**src/rtl/axi4lite_pkg.sv**
```systemverilog
// -----------------------------------------------------------------------------
// axi4lite_pkg
// Shared types and defaults for the AXI4-Lite initiator:
//   - resp_t     : AXI response encoding (OKAY / EXOKAY / SLVERR / DECERR)
//   - state_t    : initiator FSM states
//   - AXI_ADDR_W / AXI_DATA_W : default bus widths
//   - cnt_width()  : width of a counter that must hold 0..limit (never 0 bits)
// -----------------------------------------------------------------------------
package axi4lite_pkg;

    localparam int AXI_ADDR_W = 32;
    localparam int AXI_DATA_W = 32;

    typedef enum logic [1:0] {
        RESP_OKAY   = 2'b00,
        RESP_EXOKAY = 2'b01,
        RESP_SLVERR = 2'b10,
        RESP_DECERR = 2'b11
    } resp_t;

    typedef enum logic [2:0] {
        ST_IDLE    = 3'd0,
        ST_WR_REQ  = 3'd1,
        ST_WR_RESP = 3'd2,
        ST_RD_REQ  = 3'd3,
        ST_RD_DATA = 3'd4,
        ST_RSP     = 3'd5
    } state_t;

    // A disabled timeout (limit 0) still needs a 1-bit counter to stay legal.
    function automatic int cnt_width(input int limit);
        if (limit > 0) begin
            return $clog2(limit + 1);
        end else begin
            return 1;
        end
    endfunction

endpackage

```
**src/rtl/axi4lite_master.sv**
```systemverilog
// -----------------------------------------------------------------------------
// axi4lite_master
// Single-outstanding AXI4-Lite initiator. A command (cmd_*) is accepted in
// IDLE, turned into one AXI4-Lite read or write, and the outcome is returned
// on rsp_*. Every output is driven straight from a flop.
//
// Ports:
//   aclk, aresetn            clock, synchronous active-low reset
//   cmd_valid/ready/write/addr/wdata   command request side
//   rsp_valid/ready/write/rdata/resp/timeout   response side
//   AW_*, W_*, B_*           AXI write address / data / response channels
//   AR_*, R_*                AXI read address / data channels
// -----------------------------------------------------------------------------
module axi4lite_master
    import axi4lite_pkg::*;
#(
    parameter int ADDR_W         = AXI_ADDR_W,
    parameter int DATA_W         = AXI_DATA_W,
    parameter int TIMEOUT_CYCLES = 256
) (
    input  logic              aclk,
    input  logic              aresetn,
    input  logic              cmd_valid,
    output logic              cmd_ready,
    input  logic              cmd_write,
    input  logic [ADDR_W-1:0] cmd_addr,
    input  logic [DATA_W-1:0] cmd_wdata,
    output logic              rsp_valid,
    input  logic              rsp_ready,
    output logic              rsp_write,
    output logic [DATA_W-1:0] rsp_rdata,
    output logic [1:0]        rsp_resp,
    output logic              rsp_timeout,
    output logic              AW_VALID,
    input  logic              AW_READY,
    output logic [ADDR_W-1:0] AW_ADDR,
    output logic              W_VALID,
    input  logic              W_READY,
    output logic [DATA_W-1:0] W_DATA,
    input  logic              B_VALID,
    output logic              B_READY,
    input  logic [1:0]        B_RESP,
    output logic              AR_VALID,
    input  logic              AR_READY,
    output logic [ADDR_W-1:0] AR_ADDR,
    input  logic              R_VALID,
    output logic              R_READY,
    input  logic [DATA_W-1:0] R_DATA,
    input  logic [1:0]        R_RESP
);

    localparam int              CNT_W   = cnt_width(TIMEOUT_CYCLES);
    localparam bit              TO_EN   = (TIMEOUT_CYCLES > 0);
    // Last counter value seen while waiting; the timeout fires on that cycle,
    // so the ready output is high for exactly TIMEOUT_CYCLES cycles.
    localparam logic [CNT_W-1:0] TO_LAST = CNT_W'((TIMEOUT_CYCLES > 0) ? (TIMEOUT_CYCLES - 1) : 0);

    state_t              r_state, w_state_nxt;
    logic                r_cmd_ready, w_cmd_ready_nxt;
    logic [ADDR_W-1:0]   r_addr, w_addr_nxt;
    logic [DATA_W-1:0]   r_wdata, w_wdata_nxt;
    logic                r_write, w_write_nxt;
    logic                r_aw_valid, w_aw_valid_nxt;
    logic                r_w_valid, w_w_valid_nxt;
    logic                r_b_ready, w_b_ready_nxt;
    logic                r_ar_valid, w_ar_valid_nxt;
    logic                r_r_ready, w_r_ready_nxt;
    logic                r_rsp_valid, w_rsp_valid_nxt;
    logic                r_rsp_write, w_rsp_write_nxt;
    logic [DATA_W-1:0]   r_rsp_rdata, w_rsp_rdata_nxt;
    logic [1:0]          r_rsp_resp, w_rsp_resp_nxt;
    logic                r_rsp_timeout, w_rsp_timeout_nxt;
    logic [CNT_W-1:0]    r_cnt, w_cnt_nxt;

    logic                w_aw_hs, w_w_hs, w_to_hit;

    assign w_aw_hs  = r_aw_valid && AW_READY;
    assign w_w_hs   = r_w_valid && W_READY;
    assign w_to_hit = TO_EN && (r_cnt == TO_LAST);

    // Next-state and next-output decode; every register holds by default.
    always_comb begin
        w_state_nxt       = r_state;
        w_cmd_ready_nxt   = r_cmd_ready;
        w_addr_nxt        = r_addr;
        w_wdata_nxt       = r_wdata;
        w_write_nxt       = r_write;
        w_aw_valid_nxt    = r_aw_valid;
        w_w_valid_nxt     = r_w_valid;
        w_b_ready_nxt     = r_b_ready;
        w_ar_valid_nxt    = r_ar_valid;
        w_r_ready_nxt     = r_r_ready;
        w_rsp_valid_nxt   = r_rsp_valid;
        w_rsp_write_nxt   = r_rsp_write;
        w_rsp_rdata_nxt   = r_rsp_rdata;
        w_rsp_resp_nxt    = r_rsp_resp;
        w_rsp_timeout_nxt = r_rsp_timeout;
        w_cnt_nxt         = r_cnt;

        case (r_state)
            ST_IDLE: begin
                w_cmd_ready_nxt = 1'b1;
                if (cmd_valid && r_cmd_ready) begin
                    w_cmd_ready_nxt = 1'b0;
                    w_addr_nxt      = cmd_addr;
                    w_write_nxt     = cmd_write;
                    if (cmd_write) begin
                        w_wdata_nxt    = cmd_wdata;
                        w_aw_valid_nxt = 1'b1;
                        w_w_valid_nxt  = 1'b1;
                        w_state_nxt    = ST_WR_REQ;
                    end else begin
                        w_ar_valid_nxt = 1'b1;
                        w_state_nxt    = ST_RD_REQ;
                    end
                end else begin
                    w_state_nxt = ST_IDLE;
                end
            end
            ST_WR_REQ: begin
                // A channel whose VALID is already low has completed earlier.
                if (w_aw_hs) begin
                    w_aw_valid_nxt = 1'b0;
                end else begin
                    w_aw_valid_nxt = r_aw_valid;
                end
                if (w_w_hs) begin
                    w_w_valid_nxt = 1'b0;
                end else begin
                    w_w_valid_nxt = r_w_valid;
                end
                if ((w_aw_hs || !r_aw_valid) && (w_w_hs || !r_w_valid)) begin
                    w_b_ready_nxt = 1'b1;
                    w_cnt_nxt     = '0;
                    w_state_nxt   = ST_WR_RESP;
                end else begin
                    w_state_nxt = ST_WR_REQ;
                end
            end
            ST_WR_RESP: begin
                if (B_VALID && r_b_ready) begin
                    w_b_ready_nxt     = 1'b0;
                    w_rsp_valid_nxt   = 1'b1;
                    w_rsp_write_nxt   = 1'b1;
                    w_rsp_rdata_nxt   = '0;
                    w_rsp_resp_nxt    = B_RESP;
                    w_rsp_timeout_nxt = 1'b0;
                    w_state_nxt       = ST_RSP;
                end else if (w_to_hit) begin
                    w_b_ready_nxt     = 1'b0;
                    w_rsp_valid_nxt   = 1'b1;
                    w_rsp_write_nxt   = 1'b1;
                    w_rsp_rdata_nxt   = '0;
                    w_rsp_resp_nxt    = RESP_DECERR;
                    w_rsp_timeout_nxt = 1'b1;
                    w_state_nxt       = ST_RSP;
                end else if (TO_EN) begin
                    w_cnt_nxt = r_cnt + CNT_W'(1);
                end else begin
                    w_cnt_nxt = r_cnt;
                end
            end
            ST_RD_REQ: begin
                if (r_ar_valid && AR_READY) begin
                    w_ar_valid_nxt = 1'b0;
                    w_r_ready_nxt  = 1'b1;
                    w_cnt_nxt      = '0;
                    w_state_nxt    = ST_RD_DATA;
                end else begin
                    w_state_nxt = ST_RD_REQ;
                end
            end
            ST_RD_DATA: begin
                if (R_VALID && r_r_ready) begin
                    w_r_ready_nxt     = 1'b0;
                    w_rsp_valid_nxt   = 1'b1;
                    w_rsp_write_nxt   = 1'b0;
                    w_rsp_rdata_nxt   = R_DATA;
                    w_rsp_resp_nxt    = R_RESP;
                    w_rsp_timeout_nxt = 1'b0;
                    w_state_nxt       = ST_RSP;
                end else if (w_to_hit) begin
                    w_r_ready_nxt     = 1'b0;
                    w_rsp_valid_nxt   = 1'b1;
                    w_rsp_write_nxt   = 1'b0;
                    w_rsp_rdata_nxt   = '0;
                    w_rsp_resp_nxt    = RESP_DECERR;
                    w_rsp_timeout_nxt = 1'b1;
                    w_state_nxt       = ST_RSP;
                end else if (TO_EN) begin
                    w_cnt_nxt = r_cnt + CNT_W'(1);
                end else begin
                    w_cnt_nxt = r_cnt;
                end
            end
            ST_RSP: begin
                if (rsp_ready) begin
                    w_rsp_valid_nxt = 1'b0;
                    w_cmd_ready_nxt = 1'b1;
                    w_state_nxt     = ST_IDLE;
                end else begin
                    w_state_nxt = ST_RSP;
                end
            end
            default: begin
                w_state_nxt = ST_IDLE;
            end
        endcase
    end

    // FSM state register.
    always_ff @(posedge aclk) begin
        if (!aresetn) begin
            r_state <= ST_IDLE;
        end else begin
            r_state <= w_state_nxt;
        end
    end

    // Datapath and output registers; reset aborts any transaction in flight.
    always_ff @(posedge aclk) begin
        if (!aresetn) begin
            r_cmd_ready   <= 1'b0;
            r_addr        <= '0;
            r_wdata       <= '0;
            r_write       <= 1'b0;
            r_aw_valid    <= 1'b0;
            r_w_valid     <= 1'b0;
            r_b_ready     <= 1'b0;
            r_ar_valid    <= 1'b0;
            r_r_ready     <= 1'b0;
            r_rsp_valid   <= 1'b0;
            r_rsp_write   <= 1'b0;
            r_rsp_rdata   <= '0;
            r_rsp_resp    <= 2'b00;
            r_rsp_timeout <= 1'b0;
            r_cnt         <= '0;
        end else begin
            r_cmd_ready   <= w_cmd_ready_nxt;
            r_addr        <= w_addr_nxt;
            r_wdata       <= w_wdata_nxt;
            r_write       <= w_write_nxt;
            r_aw_valid    <= w_aw_valid_nxt;
            r_w_valid     <= w_w_valid_nxt;
            r_b_ready     <= w_b_ready_nxt;
            r_ar_valid    <= w_ar_valid_nxt;
            r_r_ready     <= w_r_ready_nxt;
            r_rsp_valid   <= w_rsp_valid_nxt;
            r_rsp_write   <= w_rsp_write_nxt;
            r_rsp_rdata   <= w_rsp_rdata_nxt;
            r_rsp_resp    <= w_rsp_resp_nxt;
            r_rsp_timeout <= w_rsp_timeout_nxt;
            r_cnt         <= w_cnt_nxt;
        end
    end

    assign cmd_ready   = r_cmd_ready;
    assign rsp_valid   = r_rsp_valid;
    assign rsp_write   = r_rsp_write;
    assign rsp_rdata   = r_rsp_rdata;
    assign rsp_resp    = r_rsp_resp;
    assign rsp_timeout = r_rsp_timeout;
    assign AW_VALID    = r_aw_valid;
    assign AW_ADDR     = r_addr;
    assign W_VALID     = r_w_valid;
    assign W_DATA      = r_wdata;
    assign B_READY     = r_b_ready;
    assign AR_VALID    = r_ar_valid;
    assign AR_ADDR     = r_addr;
    assign R_READY     = r_r_ready;

endmodule

```
**config.mk**
```make
export PLATFORM = sky130hd
export DESIGN_NAME = axi4lite_master
export DESIGN_NICKNAME = d
export VERILOG_FILES = /design/src/rtl/axi4lite_pkg.sv /design/src/rtl/axi4lite_master.sv
export SDC_FILE = /design/constraint.sdc
export NUM_CORES = 1
export LEC_CHECK = 0
export ABC_AREA = 1
export BUFFER_PORTS_ARGS = -buffer_cell sky130_fd_sc_hd__buf_2
export CAP_MARGIN = 15
export CORE_UTILIZATION = 45
export CTS_BUF_LIST = sky130_fd_sc_hd__clkbuf_8 sky130_fd_sc_hd__clkbuf_16
export DETAILED_ROUTE_END_ITERATION = 10
export PLACE_DENSITY = 0.84
export SYNTH_ARGS = -nofsm -noshare
export SYNTH_HDL_FRONTEND = slang
export SYNTH_SLANG_ARGS = --single-unit
export TNS_END_PERCENT = 20
```
**constraint.sdc**
```tcl
create_clock -name aclk -period 2.15 [get_ports aclk]
set_input_delay 0.215 -clock aclk [delete_from_list [all_inputs] [get_ports aclk]]
set_output_delay 0.215 -clock aclk [all_outputs]
set_load 0.02 [all_outputs]
```
======== After elaboration in Yosys (flattened, before gate mapping) ========
Cells that the tools add are included.
operators by class
  add/subtract/negate cells ............... 1
  equal/unequal tests ..................... 18
  mux-type cells .......................... 55
  reductions and logical operators ........ 31
operators with widths
  cell                                           count
  two-way mux 32 bit                             3
  one-hot mux 32 bit (2 select lines)            1
  two-way mux 9 bit                              5
  one-hot mux 9 bit (4 select lines)             1
  two-way mux 1 bit                              23
  inequality test 2 bit, second input constant   10
  two-way mux 3 bit                              6
  one-hot mux 3 bit (6 select lines)             1
  one-hot mux 1 bit (2 select lines)             8
  AND reduction 3 bit                            4
  AND reduction 4 bit                            3
  nonzero test 2 bit                             6
  two-way mux 2 bit                              5
  adder 9 x 1 -> 9 bit, second input constant    1
  == test 9 x 8 -> 1 bit, second input constant  1
  logical AND 1 bit                              7
  == test 3 x 2 -> 1 bit, second input constant  2
  == test 3 bit, second input constant           2
  inequality test 3 bit, second input constant   2
  AND reduction 2 bit                            3
  AND reduction 5 bit                            1
  one-hot mux 2 bit (2 select lines)             1
  nonzero test 4 bit                             1
  == test 3 x 1 -> 1 bit, second input constant  1
  5 further kinds                                7
storage, ports and cells
  register bits ........................... 119
  input port bits ......................... 110
  output and inout port bits .............. 139
  logic and storage cells ................. 120

======== Logic depth before layout (Yosys ltp) ========
Gate-level depths: netlist of the first run.
  depth in word-level cells ............... 5
  gate-level depth with buffers ........... 13
  depth with buffers taken out ............ 13

======== Least setup slack after synthesis of the first run ========
Ideal clock, no wire load.
  kind .................................... register to register
  from .................................... register r_cnt[0]
  to ...................................... register r_rsp_write (netlist: rsp_write)
  setup time .............................. 128 ps
  data arrival time ....................... 1,787 ps
  data required time ...................... 2,022 ps
  slack ................................... 235 ps
  cell stages (with the launch flop) ...... 13
  buffers on the path ..................... 1
  clock period less this slack ............ 1,915 ps
  path through ............................ dfxtp_1 -> ha_1 -> nand4_1 -> nor2_1 -> nand2_1 -> nor2_1 -> ha_1 -> a21oi_1 -> nand3_1 -> nand3_4 -> buf_6 -> a21oi_1 -> nor2_1
on the way
  cells in the longest elaborated chain, start to end .. 3
  elaborated cells on any way between the ends .. 4
  classes of those cells .................. 3 x eq/ne; 1 x reduce/logical
ends and longest elaborated chain
  element                            RTL line                source
  from (decl)                        axi4lite_master.sv:73   logic [CNT_W-1:0] r_cnt, w_cnt_nxt;
  from (signal assigned)             axi4lite_master.sv:253  r_cnt <= w_cnt_nxt;
  == test 9 x 8 -> 1 bit (*)         axi4lite_master.sv:79   assign w_to_hit = TO_EN && (r_cnt == TO_LAST);
  inequality test 3 bit (no line)    n/a
  AND reduction 3 bit (no line) (*)  n/a
  to (signal assigned)               axi4lite_master.sv:249  r_rsp_write <= w_rsp_write_nxt;
  to (decl)                          axi4lite_master.sv:69   logic r_rsp_write, w_rsp_write_nxt;
Mark *: on every way between the ends. The rest lies on a longest branch, timed or not.
A chain may end at the register's enable or synchronous reset.

======== Worst setup path after layout of the first run ========
  from .................................... register r_cnt[1]
  to ...................................... register r_rsp_write (netlist: rsp_write)
Same word-level chain as after synthesis.

==> impl.org, run 1 <==
** Logic synthesis
- Post-synth design cell area :: 0.00481 sq mm
- Synthesized net count :: between 700 and 800
- Part of the Yosys area used for sequential elements :: 0.495
- Yosys warnings :: 0
- Synthesis inferred 119 register bits.
- Synthesized area per cell :: approximately 7.5 sq um
- Synthesis produced 639 cells.
- Number of distinct standard cells referenced by the synthesized netlist :: 30

** Worst setup path
- Largest stage delay on the critical path :: 0.35 ns
- Critical-path top delay cell :: sky130_fd_sc_hd__dfxtp_2
- STA classifies the critical path endpoint as a flip-flop.
- CP Launch Type :: flip-flop
- In this run the critical register-to-register path is launched from r_cnt[1].
- The setup path with the least slack is of type flip-flop to flip-flop.
- Critical path peak fanout :: 7
- Slack of the worst reg-to-reg path :: 0.10 ns
- Cell mode on critical path :: sky130_fd_sc_hd__nor2_1
- RR Endpoint :: rsp_write
- Data on the critical path is required at its endpoint by 2.54 ns.
- Crit path cell chain :: ha_2 > nand4_1 > nor2_1 > nand2_1 > nor2_2 > ha_2 > nor2_1 > nand3_2 > nand3_4 > buf_6 > a21oi_1 > nor2_1
- The worst register-to-register path has a depth of 12.
- Data arrival time at the worst-slack endpoint :: roughly 2.4 ns

** Route
- Ratio of routed vias to standard cells :: 5.06
- Wirelength per Cell :: 15.0 um
- The routed design has 16.6 mm of wire.
- DRT antenna net count :: 0
- In the routed design, unresolved DRC markers number 0.
- For this block, the via count after detailed routing is ~5.6k.
- The first detailed-routing pass ran for 6 iterations.
- In this run, the number of DRC markers left after iteration 0 of detailed routing was 458.

** Clock network
- CTS built an H-tree with a depth of 4.
- TritonCTS created 17 clock buffers.
- Clock-pin slew was measured on the worst setup and hold paths at 0.06 ns.
- The root buffer cell chosen for the clock tree is sky130_fd_sc_hd__clkbuf_8.
- Largest buffer count on any clock path :: 2
- Source-to-sink clock delay at the later pin of the worst-skew pair :: ~0.52 ns
- Clock tree from TritonCTS :: yes
- Total number of clock tree sinks :: 119

** GRT
- After global routing the overflow that remains totals 0.
- The number of antenna violations at the first check in global routing was 2.
- Number of global-route vias before repair :: 5,427
- GRT Resource Usage Total :: 0.294
- Pin count of the biggest net entering global routing :: 65
- Wire length of the first global-routing pass :: 25.7 mm

** Hold path
- The worst hold path terminates at AW_VALID.
- WHS Path Cells :: 4
- In this run the most critical hold path is launched from AW_READY.
- The min-delay analysis places its worst path in the category input pin to flip-flop.

** Flow run
- Max-cap violations in this run came to 0.

** Floorplan
- From left edge to right edge, the die measures 105 um.
- Placeable Area :: ~0.010 sq mm
- Standard-cell rows :: 37
- Die area :: 0.0111 sq mm
- Count of pins on the block boundary :: approximately 250
- Starting utilization of the core area :: 0.466
- Measured along the y axis, the die boundary spans around 110 um.

** Final layout
- Final #Nets :: 1,067
- Area growth, synth to finish :: 57.3%
- Fraction of final layout cells sized beyond drive strength 1 :: 0.325

** STA
- Headroom to the max-slew limit came out at 0.755.
- Final count of negative-setup-slack endpoints :: 0
- Worst Clk Skew :: ~0.0094 ns
- Worst slew pin tran :: 0.368 ns
- The tightest hold path in the finished design has a slack of 0.0106 ns.
- Maximum clock rate :: 489 MHz
- Final number of hold-violating endpoints :: 0
- Aggregate negative setup slack :: 0 ns
- Crit path time final :: slightly above 2 ns
- The number of slew-limit violations in the final report is 0.
- In the finished design, the share of the clock period the worst path needs comes to 0.952.

** Status
- The flow ran to the end, and the final reports show no timing, DRC or antenna violations.

** Power
- Leak Pwr :: ~0.0036 uW
- Power consumption :: approximately 8000 uW
- Power per cell area :: 1060 mW/mm^2
- The worst-case IR drop observed on VDD is 0.743 mV.

** Placement
- Routability-driven placement congestion ratio :: 0.834
- Port buffering added approximately 250 buffers.
- DPL Wire Length :: 9.26 mm
-- power breakdown --
part | switching, uW | leakage [uW] | internal [uW]
Clock | 971 | 0.000297 | 1870
Combinational | 1590 | 0.00236 | 847
Sequential | 227 | 0.000965 | 2490
Total | 2790 | 0.00362 | 5200
-- state kept, by name, summed over array words and instances (netlist names) --
| signal | cells |
|---|---|
| r_cnt | 9 |
| W_VALID | 1 |
| B_READY | 1 |
| rsp_write | 1 |
| AR_VALID | 1 |
| r_state | 3 |
| R_READY | 1 |
| rsp_resp | 2 |
| AR_ADDR | 32 |
| W_DATA | 32 |
| AW_VALID | 1 |
| rsp_rdata | 32 |
| rsp_timeout | 1 |
| cmd_ready | 1 |
| rsp_valid | 1 |
-- synthesized netlist by cell type --
cell type | instances | area, sq um
sky130_fd_sc_hd__nand2_1 | 178 | 668
sky130_fd_sc_hd__dfxtp_1 | 119 | 2380
sky130_fd_sc_hd__nor2_1 | 85 | 319
sky130_fd_sc_hd__a21oi_1 | 81 | 405
sky130_fd_sc_hd__o21ai_0 | 38 | 190
sky130_fd_sc_hd__buf_4 | 32 | 240
sky130_fd_sc_hd__nand3_1 | 21 | 105
sky130_fd_sc_hd__inv_1 | 20 | 75.1
sky130_fd_sc_hd__buf_2 | 17 | 85.1
sky130_fd_sc_hd__clkbuf_1 | 12 | 45.0
sky130_fd_sc_hd__nand4_1 | 4 | 25.0
sky130_fd_sc_hd__nor2_4 | 4 | 45.0
sky130_fd_sc_hd__o21ai_1 | 4 | 20.0
sky130_fd_sc_hd__inv_2 | 3 | 11.3
sky130_fd_sc_hd__a31oi_1 | 2 | 12.5
sky130_fd_sc_hd__buf_1 | 2 | 7.51
sky130_fd_sc_hd__ha_1 | 2 | 25.0
sky130_fd_sc_hd__nand2_4 | 2 | 22.5
sky130_fd_sc_hd__nand3_2 | 2 | 20.0
sky130_fd_sc_hd__a41oi_1 | 1 | 8.76
sky130_fd_sc_hd__buf_6 | 1 | 11.3
sky130_fd_sc_hd__clkinv_1 | 1 | 3.75
sky130_fd_sc_hd__nand2_2 | 1 | 6.26
sky130_fd_sc_hd__nand3_4 | 1 | 17.5
sky130_fd_sc_hd__nand4_4 | 1 | 21.3
sky130_fd_sc_hd__nor2_2 | 1 | 6.26
sky130_fd_sc_hd__nor3_1 | 1 | 5.00
sky130_fd_sc_hd__nor3_2 | 1 | 10.0
sky130_fd_sc_hd__xnor2_1 | 1 | 8.76
sky130_fd_sc_hd__xor2_1 | 1 | 8.76
-- cells by family after synthesis --
logic type | after synthesis | share of synthesized area
buf+inv | 88 | 0.0996
flops | 119 | 0.495
compound gates | 126 | 0.132
simple gates | 302 | 0.264
xor+xnor | 2 | 0.00364
fa+ha+maj | 2 | 0.00520
-- worst max-delay path: cells and delay by family (launching register included) --
family                   cells  cell delay (ns)
AO/OA/AOI/OAI                1             0.13
flip-flops                   1             0.35
buffers and inverters        1             0.17
AND/OR/NAND/NOR              8             0.84
adder cells (fa/ha/maj)      2             0.42
-- layer usage --
metal  vias to the layer above  global-route usage  routed length, um
met3                        63              0.0761               1150
li1                       2658                   -                  -
met5                         -                   0                  0
met4                         0               0.176                734
met1                      2567               0.311               6210
met2                       300               0.523               8510
-- layout by cell type (no fill, tap or decap), types with 4 or more instances in the layout --
cell type / instances
sky130_fd_sc_hd__a21oi_1: 81
sky130_fd_sc_hd__nor2_1: 84
sky130_fd_sc_hd__buf_2: 248
sky130_fd_sc_hd__nand3_1: 20
sky130_fd_sc_hd__o21ai_0: 38
sky130_fd_sc_hd__dfxtp_1: 118
sky130_fd_sc_hd__clkbuf_8: 5
sky130_fd_sc_hd__o21ai_1: 4
sky130_fd_sc_hd__clkbuf_16: 16
sky130_fd_sc_hd__nand4_1: 4
sky130_fd_sc_hd__inv_1: 21
sky130_fd_sc_hd__nor2_4: 4
sky130_fd_sc_hd__dlygate4sd3_1: 97
sky130_fd_sc_hd__buf_4: 12
sky130_fd_sc_hd__nand2_1: 178
-- repair_timing --
item | CTS | global route
hold buffers | 97 | 0
setup buffers | 0 | 2
hold endpoints to repair | 97 | 0
endpoints found under the setup margin | 0 | 41
gates resized for setup | 0 | 11
-- per-stage QoR --
step | area [sq um] | worst slack [ns] | std cells | utilization
global route | 7570 | -0.0191 | 1104 | 0.733
finish | 7570 | 0.103 | 1104 | 0.733
floorplan | 4810 | 0.235 | 639 | -
CTS | 7520 | 0.0503 | 1100 | 0.728
global placement | 5950 | 0.159 | 973 | 0.577
detailed placement | 5950 | 0.0809 | 973 | 0.577
-- worst max path at each step --
stage,from,slack (ns),cells after the start,to
floorplan,r_cnt[0],0.24,12,rsp_write
global placement,r_cnt[1],0.16,12,rsp_rdata[6]
detailed placement,r_cnt[1],0.08,12,rsp_rdata[10]
CTS,r_cnt[1],0.05,12,rsp_rdata[10]
global route,r_cnt[1],-0.02,13,r_cnt[0]
finish,r_cnt[1],0.10,12,rsp_write
-- final cells by class --
cell class / instances / area [sq um]
well taps: 136 / 170
clock inverters: 9 / 125
clock buffers: 21 / 469
fillers: 704 / 2760
flip-flops and latches: 119 / 2380
multi-input cells: 432 / 1970
repair buffers: 361 / 2360
inverters: 24 / 90.1
diodes: 2 / 5.00
No activity file was read; power rests on OpenSTA's default activity.
==> run 2: changes to the inputs <==
--- a/config.mk
+++ b/config.mk
@@ -5,13 +5,12 @@
 export SDC_FILE = /design/constraint.sdc
 export NUM_CORES = 1
 export LEC_CHECK = 0
-export ABC_AREA = 1
 export BUFFER_PORTS_ARGS = -buffer_cell sky130_fd_sc_hd__buf_2
 export CAP_MARGIN = 15
 export CORE_UTILIZATION = 45
 export CTS_BUF_LIST = sky130_fd_sc_hd__clkbuf_8 sky130_fd_sc_hd__clkbuf_16
 export DETAILED_ROUTE_END_ITERATION = 10
-export PLACE_DENSITY = 0.84
+export PLACE_DENSITY = 0.83
 export SYNTH_ARGS = -nofsm -noshare
 export SYNTH_HDL_FRONTEND = slang
 export SYNTH_SLANG_ARGS = --single-unit
==> run 2 against run 1 <==
  * The run now ends with negative setup slack left
  * Power shrank 24%
  * Sequential share of layout area shrank 1.5 points
  * Global-route usage shrank 0.24 points
  * Combinational power shrank 60%
  * Synthesized cell count shrank 10%
  * Flip-flop and latch count is the same
  * Die area grew 1.1%
  * Via count grew 2.0%
  * Clock-buffer cell count shrank 3
  * Non-clock buffer count grew 20
  * Sequential power shrank 13%
  * Area after synthesis grew 1.1%
==> impl.org, run 2 <==
** Final layout
- Area used by multi-input combinational logic :: 0.00223 sq mm
- Leaving out fill and tap cells, the most frequent cell in the layout is sky130_fd_sc_hd__buf_2.
- The sequential cells in the finished layout cover a total of ~0.0024 sq mm.
- For this run, the share of the core covered by cells in the final layout is 0.763.
- Top library cells by usage in the layout, fill and taps aside :: sky130_fd_sc_hd__buf_2, sky130_fd_sc_hd__dfxtp_1, sky130_fd_sc_hd__nand2_1, sky130_fd_sc_hd__dlygate4sd3_1, sky130_fd_sc_hd__a21oi_1
- Antenna diode count :: 0
- Of the cells placed in the final design, the portion with a size suffix greater than 1 is 0.393.
- Summing all non-filler instances in the final layout gives an area of 0.00795 sq mm.
- Layout Cells excl Fill :: 1,048
- Final #Nets :: 1,011
- Area growth, synth to finish :: 63.4%
- The layout has roughly 660 filler cells.

** Logic synthesis
- Flop and latch count out of synthesis :: 119
- The number of nets handed over by synthesis was 687.
- After synthesis, the largest family of logic cells by area is simple AND/OR/NAND/NOR gates.
- Of the synthesized area, sequential elements account for 0.490.
- Cells after synthesis :: 575
- Most numerous cell in the Yosys netlist :: sky130_fd_sc_hd__dfxtp_1
- Yosys warnings :: 0
- Synth area leader :: sky130_fd_sc_hd__dfxtp_1
- The mapped netlist covers between 0.004 and 0.005 sq mm.
- Number of flops mapped to enable cells by yosys :: 0
- The synthesized netlist contains 52 unique library cells.
- Ranked by total cell area, the synthesized netlist is headed by sky130_fd_sc_hd__dfxtp_1, sky130_fd_sc_hd__nand2_1, sky130_fd_sc_hd__a21oi_1, sky130_fd_sc_hd__buf_4, sky130_fd_sc_hd__a22oi_1.
- Synthesized area per cell :: 8.46 sq um
- Leading register cell type out of synthesis :: sky130_fd_sc_hd__dfxtp_1
- By count the netlist is led by sky130_fd_sc_hd__dfxtp_1, sky130_fd_sc_hd__nand2_1, sky130_fd_sc_hd__a21oi_1.
- After synthesis, the share of cell area in mux cells is 0.00206.
- Area fraction of the dominant cell type after synthesis :: 0.490
- In the synthesized netlist the async set-or-reset flop fraction comes to 0.
- Of the total synthesized cell area, the portion taken by full adders, half adders and majority gates is 0.00514.
- Of the total synthesized cell area, the portion taken by AND, OR, NAND and NOR gates is 0.213.
- Compound-gate portion of the synthesized area :: 0.188
- XOR/XNOR share of the synthesized area :: 0.00180

** GRT
- Number of global-route vias before repair :: 5,436
- GRT Resource Usage Total :: 0.292
- Pin count of the biggest net entering global routing :: 66
- The first global-routing pass estimated about 26 mm of wire.
- For this run, global-route usage on met3 was measured as 0.0742.
- Initial antenna violation count :: 0
- M1 GR Usage :: 0.304
- Met2 track utilization from global routing :: 0.539
- In this run the most used layer during global routing was met2.
- For this run the aggregate overflow at the end of global routing stands at 0.

** Worst setup path
- Cell type group with the largest total delay on the critical path :: compound AO/OA/AOI/OAI gates
- Data required time of the worst path :: around 2.5 ns
- Buffer and inverter count on the worst path :: 1
- Largest stage delay on the critical path :: 0.37 ns
- Critical path peak fanout :: 16
- Slack of the worst reg-to-reg path :: -0.16 ns
- Category of the worst setup path capture point :: flip-flop
- Data arrival time at the worst-slack endpoint :: 2.70 ns
- The setup path with the least slack is of type flip-flop to flip-flop.
- Cell mode on critical path :: sky130_fd_sc_hd__and3_4
- On the critical path, the stage with the largest delay is an instance of sky130_fd_sc_hd__o32a_4.
- CP Launch Type :: flip-flop
- The signal on the critical path passes through ha_4 > and3_4 > and3_4 > and3_4 > ha_4 > a21oi_4 > o32a_4 > clkbuf_16 > a22oi_1 > nor2_1.

** Power
- Net load switching power :: 1750 uW
- Internal power comes to 4300 uW.
- Relative contribution of sequential cells to total power :: 0.390
- Logic pwr share :: 0.162
- Relative contribution of the clock network to total power :: 0.447
- Across the VDD grid, the largest voltage drop is ~0.58 mV.
- Power per cell area :: 761 mW/mm^2
- Leak Pwr :: around 0.0036 uW
- Switching fraction of total power :: 0.289

** Floorplan
- 249 I/O pins were placed.
- For this configuration, the core starts out at a cell density of 0.467.
- Die X-Extent :: 106 um
- Standard-cell rows :: 37
- Placeable Area :: 0.0104 sq mm
- Die area :: 0.0112 sq mm
- Die Y :: roughly 110 um

** Hold path
- The path class of the tightest hold or removal check is input pin to flip-flop.

** STA
- Worst Clk Skew :: 0.0121 ns
- For this run, the top clock speed supported by timing is around 430 MHz.
- The number of slew-limit violations in the final report was 0.
- Subtracting the final worst setup slack from the clock period gives around 2.3 ns.
- In the finished design, the share of the clock period the worst path needs comes to 1.07.
- Across all setup checks in the final design, the least slack found is -0.156 ns.
- Worst slew pin tran :: 0.561 ns
- Headroom to the max-slew limit came out at 0.625.
- Setup repair after global routing missed its margin :: true
- Setup violations remaining at the end of the flow were counted as 37.
- Final number of hold-violating endpoints :: 0
- Adding up every negative setup slack in the final design gives -2.34 ns.

** Route
- Wirelength per Cell :: about 17 um
- After detailed routing, the number of vias per cell comes to roughly 5.4.
- Remaining design rule violation count :: 0
- The count of nets left with antenna violations once routing finished came out at 0.
- Total Routed Length :: approximately 18 mm
- Total iterations of the first detailed-routing run :: 5
- Routed via count :: 5,702
- Starting DRT DRC Count :: between 500 and 600

** Placement
- In this run, placement finished with an instance count of 909.
- The congestion estimate from routability-driven global placement came to approximately 0.83.
- OpenSTA, run right after detailed placement, puts the worst setup slack at -0.131 ns.
- Post-placement cell area :: 0.00613 sq mm
- Buffers placed on the I/O ports in this run total around 250.
- After legalization and detailed placement, the total HPWL measured ~9.5 mm.

** Clock network
- Clock-pin slew was measured on the worst setup and hold paths at 0.06 ns.
- Counting the buffers created by CTS gives 17.
- Largest buffer count on any clock path :: 2
- The tree is rooted in a sky130_fd_sc_hd__clkbuf_8.
- The H-tree generated during clock tree synthesis spans 4 levels.
- The tree built by TritonCTS fans out to 119 sinks.
- TritonCTS built the clock tree.
- Source-to-sink clock delay at the later pin of the worst-skew pair :: about 0.5 ns

** Status
- The final reports fail on negative setup slack.
- Result of the run :: complete, but fails checks

** Flow run
- Max capacitance violation total :: 0
[run 2: cell count changes in the layout (fill, tap and decap cells not counted), moves of 14 or more]
cell / before / now
sky130_fd_sc_hd__inv_1: 21 / 5
sky130_fd_sc_hd__nand2_1: 178 / 106
sky130_fd_sc_hd__o21ai_0: 38 / 7
sky130_fd_sc_hd__buf_4: 12 / 26
sky130_fd_sc_hd__nor2_1: 84 / 39
sky130_fd_sc_hd__a22oi_2: 0 / 20
sky130_fd_sc_hd__nand3_1: 20 / 40
[run 2: final timing paths]
| check | start | endpoint | depth (start not counted) |
|---|---|---|---|
| worst max-delay path | r_cnt[1] | rsp_rdata[0] | 10 |
| worst min register to register | W_DATA[7] | W_DATA[7] | 2 |
| worst min-delay path | cmd_valid | r_state[0] | 3 |
| worst max register to register | r_cnt[1] | rsp_rdata[0] | 10 |
[run 2: timing repair]
item | CTS | global route
buffers inserted | 2 | 2
pin swaps | 3 | 15
hold endpoints to repair | 100 | 0
hold buffers | 101 | 0
resized for setup | 5 | 26
gates cloned | 0 | 2
setup endpoints to repair | 41 | 43
[run 2: stage by stage]
stage,hold slack (ns),power (uW)
after floorplan,0.327,2920
after detailed placement,0.433,3190
after CTS,0.0517,6030
after global routing,0.103,6270
after global placement,0.426,3180
final,0.0789,6050
[run 2: cell families after synthesis]
family,count (synthesis)
AND/OR/NAND/NOR,229
multiplexers,1
buffers and inverters,82
adder cells (fa/ha/maj),2
XOR/XNOR,1
AO/OA/AOI/OAI,141
flip-flops,119
[run 2: area by class of cell]
class,instances,area share
timing repair buffer,381,0.323
sequential,119,0.300
multi-input combinational,374,0.281
clock buffer,18,0.0538
tap,136,0.0214
clock inverter,14,0.0175
inverter,6,0.00299
[run 2: power groups by stage]
stage	clock, uW	sequential, uW	combinational, uW
detailed placement	0	2400	783
floorplan	0	2490	437
finish	2700	2360	983
global route	2850	2370	1050
global placement	0	2400	776
CTS	2730	2360	938
[run 2: per-layer routing]
layer,share of wire,vias to the layer above
met1,0.35,2618
met3,0.085,82
met2,0.51,381
met5,0,-
met4,0.054,0
li1,-,2621
[run 2: worst min-delay path, stage by stage]
cell and delay [ns]:
sky130_fd_sc_hd__buf_2 0.09, sky130_fd_sc_hd__nand2_1 0.09, sky130_fd_sc_hd__a41oi_2 0.14
